File: src/rtl/iic_init_seq.sv
// iic_init_seq: power-up register-table sequencer sitting in front of IIC_ctrl.
// Walks CMD_NUM (byte address, data) entries and issues one single-byte-address
// I2C write per entry, waiting for completion before moving on.
// Optional build macro IIC_INIT_VERIFY_EN adds a read-back of every write,
// with up to two rewrites of an entry whose read-back does not match.
// Handshake: exactly one command is in flight at a time. wr_en/rd_en,
// byte_addr and wr_data are set in LOAD/RD_LOAD and held until the command
// completes; i2c_start is held for START_HOLD cycles; completion is only the
// synchronized rising edge of i2c_end (end_pls) seen while in WAIT.
module iic_init_seq #(
    parameter int CMD_NUM        = 8,
    parameter int START_HOLD     = 100,
    parameter int GAP_CYCLES     = 1000,
    parameter int TIMEOUT_CYCLES = 200000,
    parameter int AUTO_START     = 1
) (
    input  logic       sys_clk,
    input  logic       sys_rst_n,
    input  logic       start,
    output logic [7:0] cmd_idx,
    input  logic [7:0] cmd_byte_addr,
    input  logic [7:0] cmd_wr_data,
    output logic       wr_en,
    output logic       rd_en,
    output logic       i2c_start,
    output logic       addr_num,
    output logic [7:0] byte_addr,
    output logic [7:0] wr_data,
    input  logic       i2c_end,
    input  logic [7:0] rd_data,
    output logic       busy,
    output logic       done,
    output logic       err,
    output logic [7:0] err_idx
);

    localparam logic [7:0]  LAST_IDX = 8'(CMD_NUM - 1);
    localparam logic [31:0] HOLD_END = 32'(START_HOLD - 1);
    localparam logic [31:0] GAP_END  = 32'(GAP_CYCLES - 1);
    localparam logic [31:0] TMO_END  = 32'(TIMEOUT_CYCLES - 1);

    typedef enum logic [3:0] {
        S_IDLE,
        S_LOAD,
        S_ISSUE,
        S_WAIT,
        S_GAP,
        S_DONE,
        S_ERR
`ifdef IIC_INIT_VERIFY_EN
        ,
        S_RD_LOAD,
        S_CHECK
`endif
    } state_t;

    state_t      state;
    state_t      state_nxt;
    logic [31:0] cnt;
    logic        auto_pend;
    logic        sync1;
    logic        sync2;
    logic        sync3;
    logic        end_pls;

    logic        cnt_clr;
    logic        idx_clr;
    logic        idx_inc;
    logic        tbl_ld;
    logic        cmd_drop;
    logic        err_ld;

`ifdef IIC_INIT_VERIFY_EN
    logic        rd_ld;
    logic        retry_inc;
    logic        retry_clr;
    logic        last_rd;
    logic [1:0]  retry;
    logic [7:0]  rd_cap;
`endif

    // Register address is always a single byte.
    assign addr_num = 1'b0;

    // i2c_end comes from the slower i2c_clk domain: two sync stages, then an edge register.
    always_ff @(posedge sys_clk or negedge sys_rst_n) begin
        if (!sys_rst_n) begin
            sync1 <= 1'b0;
            sync2 <= 1'b0;
            sync3 <= 1'b0;
        end else begin
            sync1 <= i2c_end;
            sync2 <= sync1;
            sync3 <= sync2;
        end
    end

    assign end_pls = sync2 & ~sync3;

    // FSM state register.
    always_ff @(posedge sys_clk or negedge sys_rst_n) begin
        if (!sys_rst_n) begin
            state <= S_IDLE;
        end else begin
            state <= state_nxt;
        end
    end

    // Next-state and datapath control decode.
    always_comb begin
        state_nxt = state;
        cnt_clr   = 1'b0;
        idx_clr   = 1'b0;
        idx_inc   = 1'b0;
        tbl_ld    = 1'b0;
        cmd_drop  = 1'b0;
        err_ld    = 1'b0;
`ifdef IIC_INIT_VERIFY_EN
        rd_ld     = 1'b0;
        retry_inc = 1'b0;
        retry_clr = 1'b0;
`endif
        case (state)
            S_IDLE: begin
                if (start || auto_pend) begin
                    idx_clr   = 1'b1;
                    state_nxt = S_LOAD;
                end
            end
            S_DONE, S_ERR: begin
                if (start) begin
                    idx_clr   = 1'b1;
                    state_nxt = S_LOAD;
                end
            end
            S_LOAD: begin
                tbl_ld    = 1'b1;
                cnt_clr   = 1'b1;
                state_nxt = S_ISSUE;
            end
            S_ISSUE: begin
                if (cnt == HOLD_END) begin
                    state_nxt = S_WAIT;
                end
            end
            S_WAIT: begin
                // Completion wins over a timeout landing on the same cycle.
                if (end_pls) begin
                    cmd_drop  = 1'b1;
                    cnt_clr   = 1'b1;
                    state_nxt = S_GAP;
                end else if (cnt == TMO_END) begin
                    cmd_drop  = 1'b1;
                    err_ld    = 1'b1;
                    state_nxt = S_ERR;
                end
            end
            S_GAP: begin
                if (cnt == GAP_END) begin
`ifdef IIC_INIT_VERIFY_EN
                    state_nxt = last_rd ? S_CHECK : S_RD_LOAD;
`else
                    if (cmd_idx == LAST_IDX) begin
                        state_nxt = S_DONE;
                    end else begin
                        idx_inc   = 1'b1;
                        state_nxt = S_LOAD;
                    end
`endif
                end
            end
`ifdef IIC_INIT_VERIFY_EN
            S_RD_LOAD: begin
                rd_ld     = 1'b1;
                cnt_clr   = 1'b1;
                state_nxt = S_ISSUE;
            end
            S_CHECK: begin
                if (rd_cap == wr_data) begin
                    retry_clr = 1'b1;
                    if (cmd_idx == LAST_IDX) begin
                        state_nxt = S_DONE;
                    end else begin
                        idx_inc   = 1'b1;
                        state_nxt = S_LOAD;
                    end
                end else if (retry == 2'd2) begin
                    err_ld    = 1'b1;
                    state_nxt = S_ERR;
                end else begin
                    retry_inc = 1'b1;
                    state_nxt = S_LOAD;
                end
            end
`endif
            default: begin
                state_nxt = S_IDLE;
            end
        endcase
    end

    // Command, index, counter and status registers.
    always_ff @(posedge sys_clk or negedge sys_rst_n) begin
        if (!sys_rst_n) begin
            cnt       <= '0;
            auto_pend <= (AUTO_START != 0);
            cmd_idx   <= '0;
            byte_addr <= '0;
            wr_data   <= '0;
            wr_en     <= 1'b0;
            i2c_start <= 1'b0;
            busy      <= 1'b0;
            done      <= 1'b0;
            err       <= 1'b0;
            err_idx   <= '0;
        end else begin
            auto_pend <= 1'b0;
            cnt       <= cnt_clr ? '0 : cnt + 32'd1;
            i2c_start <= (state_nxt == S_ISSUE);
            busy      <= (state_nxt != S_IDLE) && (state_nxt != S_DONE) && (state_nxt != S_ERR);
            done      <= (state_nxt == S_DONE);
            err       <= (state_nxt == S_ERR);
            if (idx_clr) begin
                cmd_idx <= '0;
            end else if (idx_inc) begin
                cmd_idx <= cmd_idx + 8'd1;
            end
            if (tbl_ld) begin
                byte_addr <= cmd_byte_addr;
                wr_data   <= cmd_wr_data;
                wr_en     <= 1'b1;
            end else if (cmd_drop) begin
                wr_en <= 1'b0;
            end
            if (err_ld) begin
                err_idx <= cmd_idx;
            end else if (idx_clr) begin
                err_idx <= '0;
            end
        end
    end

`ifdef IIC_INIT_VERIFY_EN
    // Read-back command, captured read data and per-entry retry count.
    always_ff @(posedge sys_clk or negedge sys_rst_n) begin
        if (!sys_rst_n) begin
            rd_en   <= 1'b0;
            last_rd <= 1'b0;
            retry   <= '0;
            rd_cap  <= '0;
        end else begin
            if (rd_ld) begin
                rd_en   <= 1'b1;
                last_rd <= 1'b1;
            end else if (tbl_ld) begin
                last_rd <= 1'b0;
            end else if (cmd_drop) begin
                rd_en <= 1'b0;
            end
            if (state == S_WAIT && end_pls) begin
                rd_cap <= rd_data;
            end
            if (idx_clr || retry_clr) begin
                retry <= '0;
            end else if (retry_inc) begin
                retry <= retry + 2'd1;
            end
        end
    end
`else
    logic unused_rd_data;

    assign rd_en          = 1'b0;
    assign unused_rd_data = ^rd_data;
`endif

endmodule
File: config.mk
export PLATFORM = sky130hd
export DESIGN_NAME = iic_init_seq
export DESIGN_NICKNAME = d
export VERILOG_FILES = /design/src/rtl/iic_init_seq.sv
export SDC_FILE = /design/constraint.sdc
export NUM_CORES = 1
export LEC_CHECK = 0
export CORE_MARGIN = 2
export CORE_UTILIZATION = 47
export DETAILED_ROUTE_END_ITERATION = 16
export PLACE_DENSITY_LB_ADDON = 0.15
export REMOVE_ABC_BUFFERS = 1
export SLEW_MARGIN = 25
export SYNTH_ARGS = -nofsm -noshare
export SYNTH_HDL_FRONTEND = slang
export SYNTH_SLANG_ARGS = --single-unit
File: constraint.sdc
create_clock -name sys_clk -period 3 [get_ports sys_clk]
set_input_delay 0.6 -clock sys_clk [delete_from_list [all_inputs] [get_ports sys_clk]]
set_output_delay 0.6 -clock sys_clk [all_outputs]
set_load 0.02 [all_outputs]
==> qor.txt <==
Status - finished, final reports clean
Most frequent cell after synthesis - dfrtp_1
Die ar. - 8660 um^2
Die Wd - 93.1 um
Clk pin slew, worst setup/hold paths - 80 ps
Initial core utilization - 0.485
Relative slew slack - 0.452
Crit Path Class - reg -> reg
Post-synth top area share - 0.510
Crit share post-route - 0.966
Library cells used by synthesis - 44
#FFs+latches synth - 77
Max-slew violations - 0
Syn Area/Cell - 10.4 um^2
Unrepaired setup endpoints after global routing - no
Largest net degree at the start of global routing - 78
EDFF count, synth - 0
Setup TNS - 0 ps
# hold bufs at CTS - 0
Final net count - 455
CP dominant cell by count - or4_1
Vias - 2860
Dpl ws - 105 ps
Worst-Skew Late Latency - 350 ps
I/O Buffers - 56
Overall power - 2.86 mW
Power per standard cell area - 608 nW/um^2
Share of cells above drive strength 1 - 0.140
Detailed Routing Iterations Pass 1 - 4
CP required - 3270 ps
Slowest-stage cell, CP - or4_1
Clock Path Buffers - 2
Critical Path AT - 3170 ps
Final setup viols - 0
CP Launch Type - register
Die Span Y - 93.1 um
Total track usage - 0.189
# clock sinks - 77
Static leakage - 2.07 nW
Synth top cells by count - 76 x dfrtp_1, 33 x nor2_1, 22 x o21ai_0
Fin Hold WS - 258 ps
Setup WS post-layout - 102 ps
First-pass GRT wire length - 13100 um
DRT antenna net count - 0
CP cell instances - or4_1 -> or4_4 -> or4b_4 -> or4_1 -> a21oi_1
Fillers - 685
Sequential area share after synthesis - 0.517
Final worst path period need - 2900 ps
CP bufs+invs - 0
Routed WL - 7780 um
Ys Warns - 0
Synthesized area - 3730 um^2
Initial DRC Count - 112
CTS buffer count - 9
Via count of the first global-routing pass - 2733
Critical Path Fanout Max - 10
Hold Path Class - in -> async
Average routed wire per standard cell - 14.7 um
Max-cap viol count - 0
Final Wtd Congestion - 0.774
Slew @ Worst Pin - 822 ps
CTS tree - done
Top Family by Delay on Critical Path - simple AND/OR/NAND/NOR gates
Critical Path Max Stage Delay - 580 ps
DP Wirelength - 5360 um
Root Driver - clkbuf_8
Yosys top cell by area - dfrtp_1
DR DRC count - 0
Main flop type after synthesis - dfrtp_1
Skew final - 12.0 ps
Fmax - 0.345 GHz
Via/cell ratio - 5.39
Gate Count Post-Synth - 360
FP Rows - 32
Initial antenna violation count - 0
H-tree Lvls - 3
Area delta synth->final - 26.2%
Core region area - 7690 um^2
Final hold vios - 0
Remaining global-route overflow - 0
Ant diodes - 0
Crit path capture type - register
FFs w/ async S/R, synth - 1.00
Ports - 67
Synth area leaders - dfrtp_1 51%, mux2_2 5.4%, xor2_1 4.0%
Peak VDD IR - 0.442 mV
final cells by class:
class / count / area [um^2] / share of cell area
tap: 102 / 128 / 0.0271
sequential: 77 / 1930 / 0.410
clock buffer: 11 / 151 / 0.0322
timing repair buffer: 69 / 659 / 0.140
multi-input combinational: 253 / 1690 / 0.359
inverter: 15 / 56.3 / 0.0120
clock inverter: 4 / 95.1 / 0.0202
registers in the layout, indices dropped and copies added (netlist names):
register	cells
cmd_idx	8
wr_en	1
sync2	1
sync1	1
err_idx	8
wr_data	8
busy	1
cnt	32
state	4
auto_pend	1
byte_addr	8
i2c_start	1
sync3	1
err	1
done	1
where the power goes:
group,internal [mW],leakage (nW),switching [mW]
clock,0.592,0.125,0.366
combinational,0.328,0.936,0.302
sequential,1.17,1.01,0.101
through the flow:
| stage | cells | cell area (um^2) | util |
|---|---|---|---|
| after detailed placement | 515 | 4440 | 0.577 |
| final | 531 | 4710 | 0.612 |
| after floorplan | 345 | 3660 | - |
| after CTS | 530 | 4680 | 0.609 |
| after global placement | 515 | 4440 | 0.577 |
| after global routing | 531 | 4710 | 0.612 |
kinds of logic (layout without fill, tap and decap cells):
group | Yosys count | after routing | share of synthesized area
muxes | 28 | 28 | 0.0812
xor gates and xnor gates | 26 | 26 | 0.0611
DFF | 77 | 77 | 0.517
AOI/OAI and AO/OA | 46 | 46 | 0.0691
buffers and inverters | 33 | 99 | 0.0372
and+or+nand+nor | 147 | 147 | 0.227
other | 1 | 4 | 0.00101
adders and majority gates | 2 | 2 | 0.00671
cell usage in the layout (no fill, tap or decap), types with 15 or more instances in the layout:
cell / synthesis / final
xor2_1: 17 / 17
nand2_1: 17 / 17
mux2_2: 18 / 18
o21ai_0: 22 / 22
dfrtp_1: 76 / 76
clkdlybuf4s50_1: 0 / 55
a21oi_1: 18 / 17
nor2_1: 33 / 33
inv_1: 15 / 15
nand3_1: 18 / 18
routing by layer:
metal  GRT usage  part of all wire  wire, um  vias to the layer above
met1       0.255              0.46      3600                     1416
met5           0                 0         0                        -
met2       0.309              0.50      3910                       31
li1            -                 -         -                     1403
met3      0.0363             0.020       157                       10
met4      0.0625             0.014       108                        0
repair_timing:
action	CTS	global route
gates resized for setup	0	1
endpoints found under the setup margin	0	3
setup buffers	0	1
path summary, 6_finish.rpt:
path,startpoint,end,slack [ps],cells after the start
worst min-delay path,sys_rst_n,err_idx[7],260,1
worst max register to register,cnt[12],cmd_idx[7],100,5
max in group asynchronous,sys_rst_n,cnt[25],2240,1
worst min register to register,sync1,sync2,350,0
min in group sys_clk,sync1,sync2,350,0
worst max-delay path,cnt[12],cmd_idx[7],100,5
Note: power is estimated with default switching activity, not from simulation.
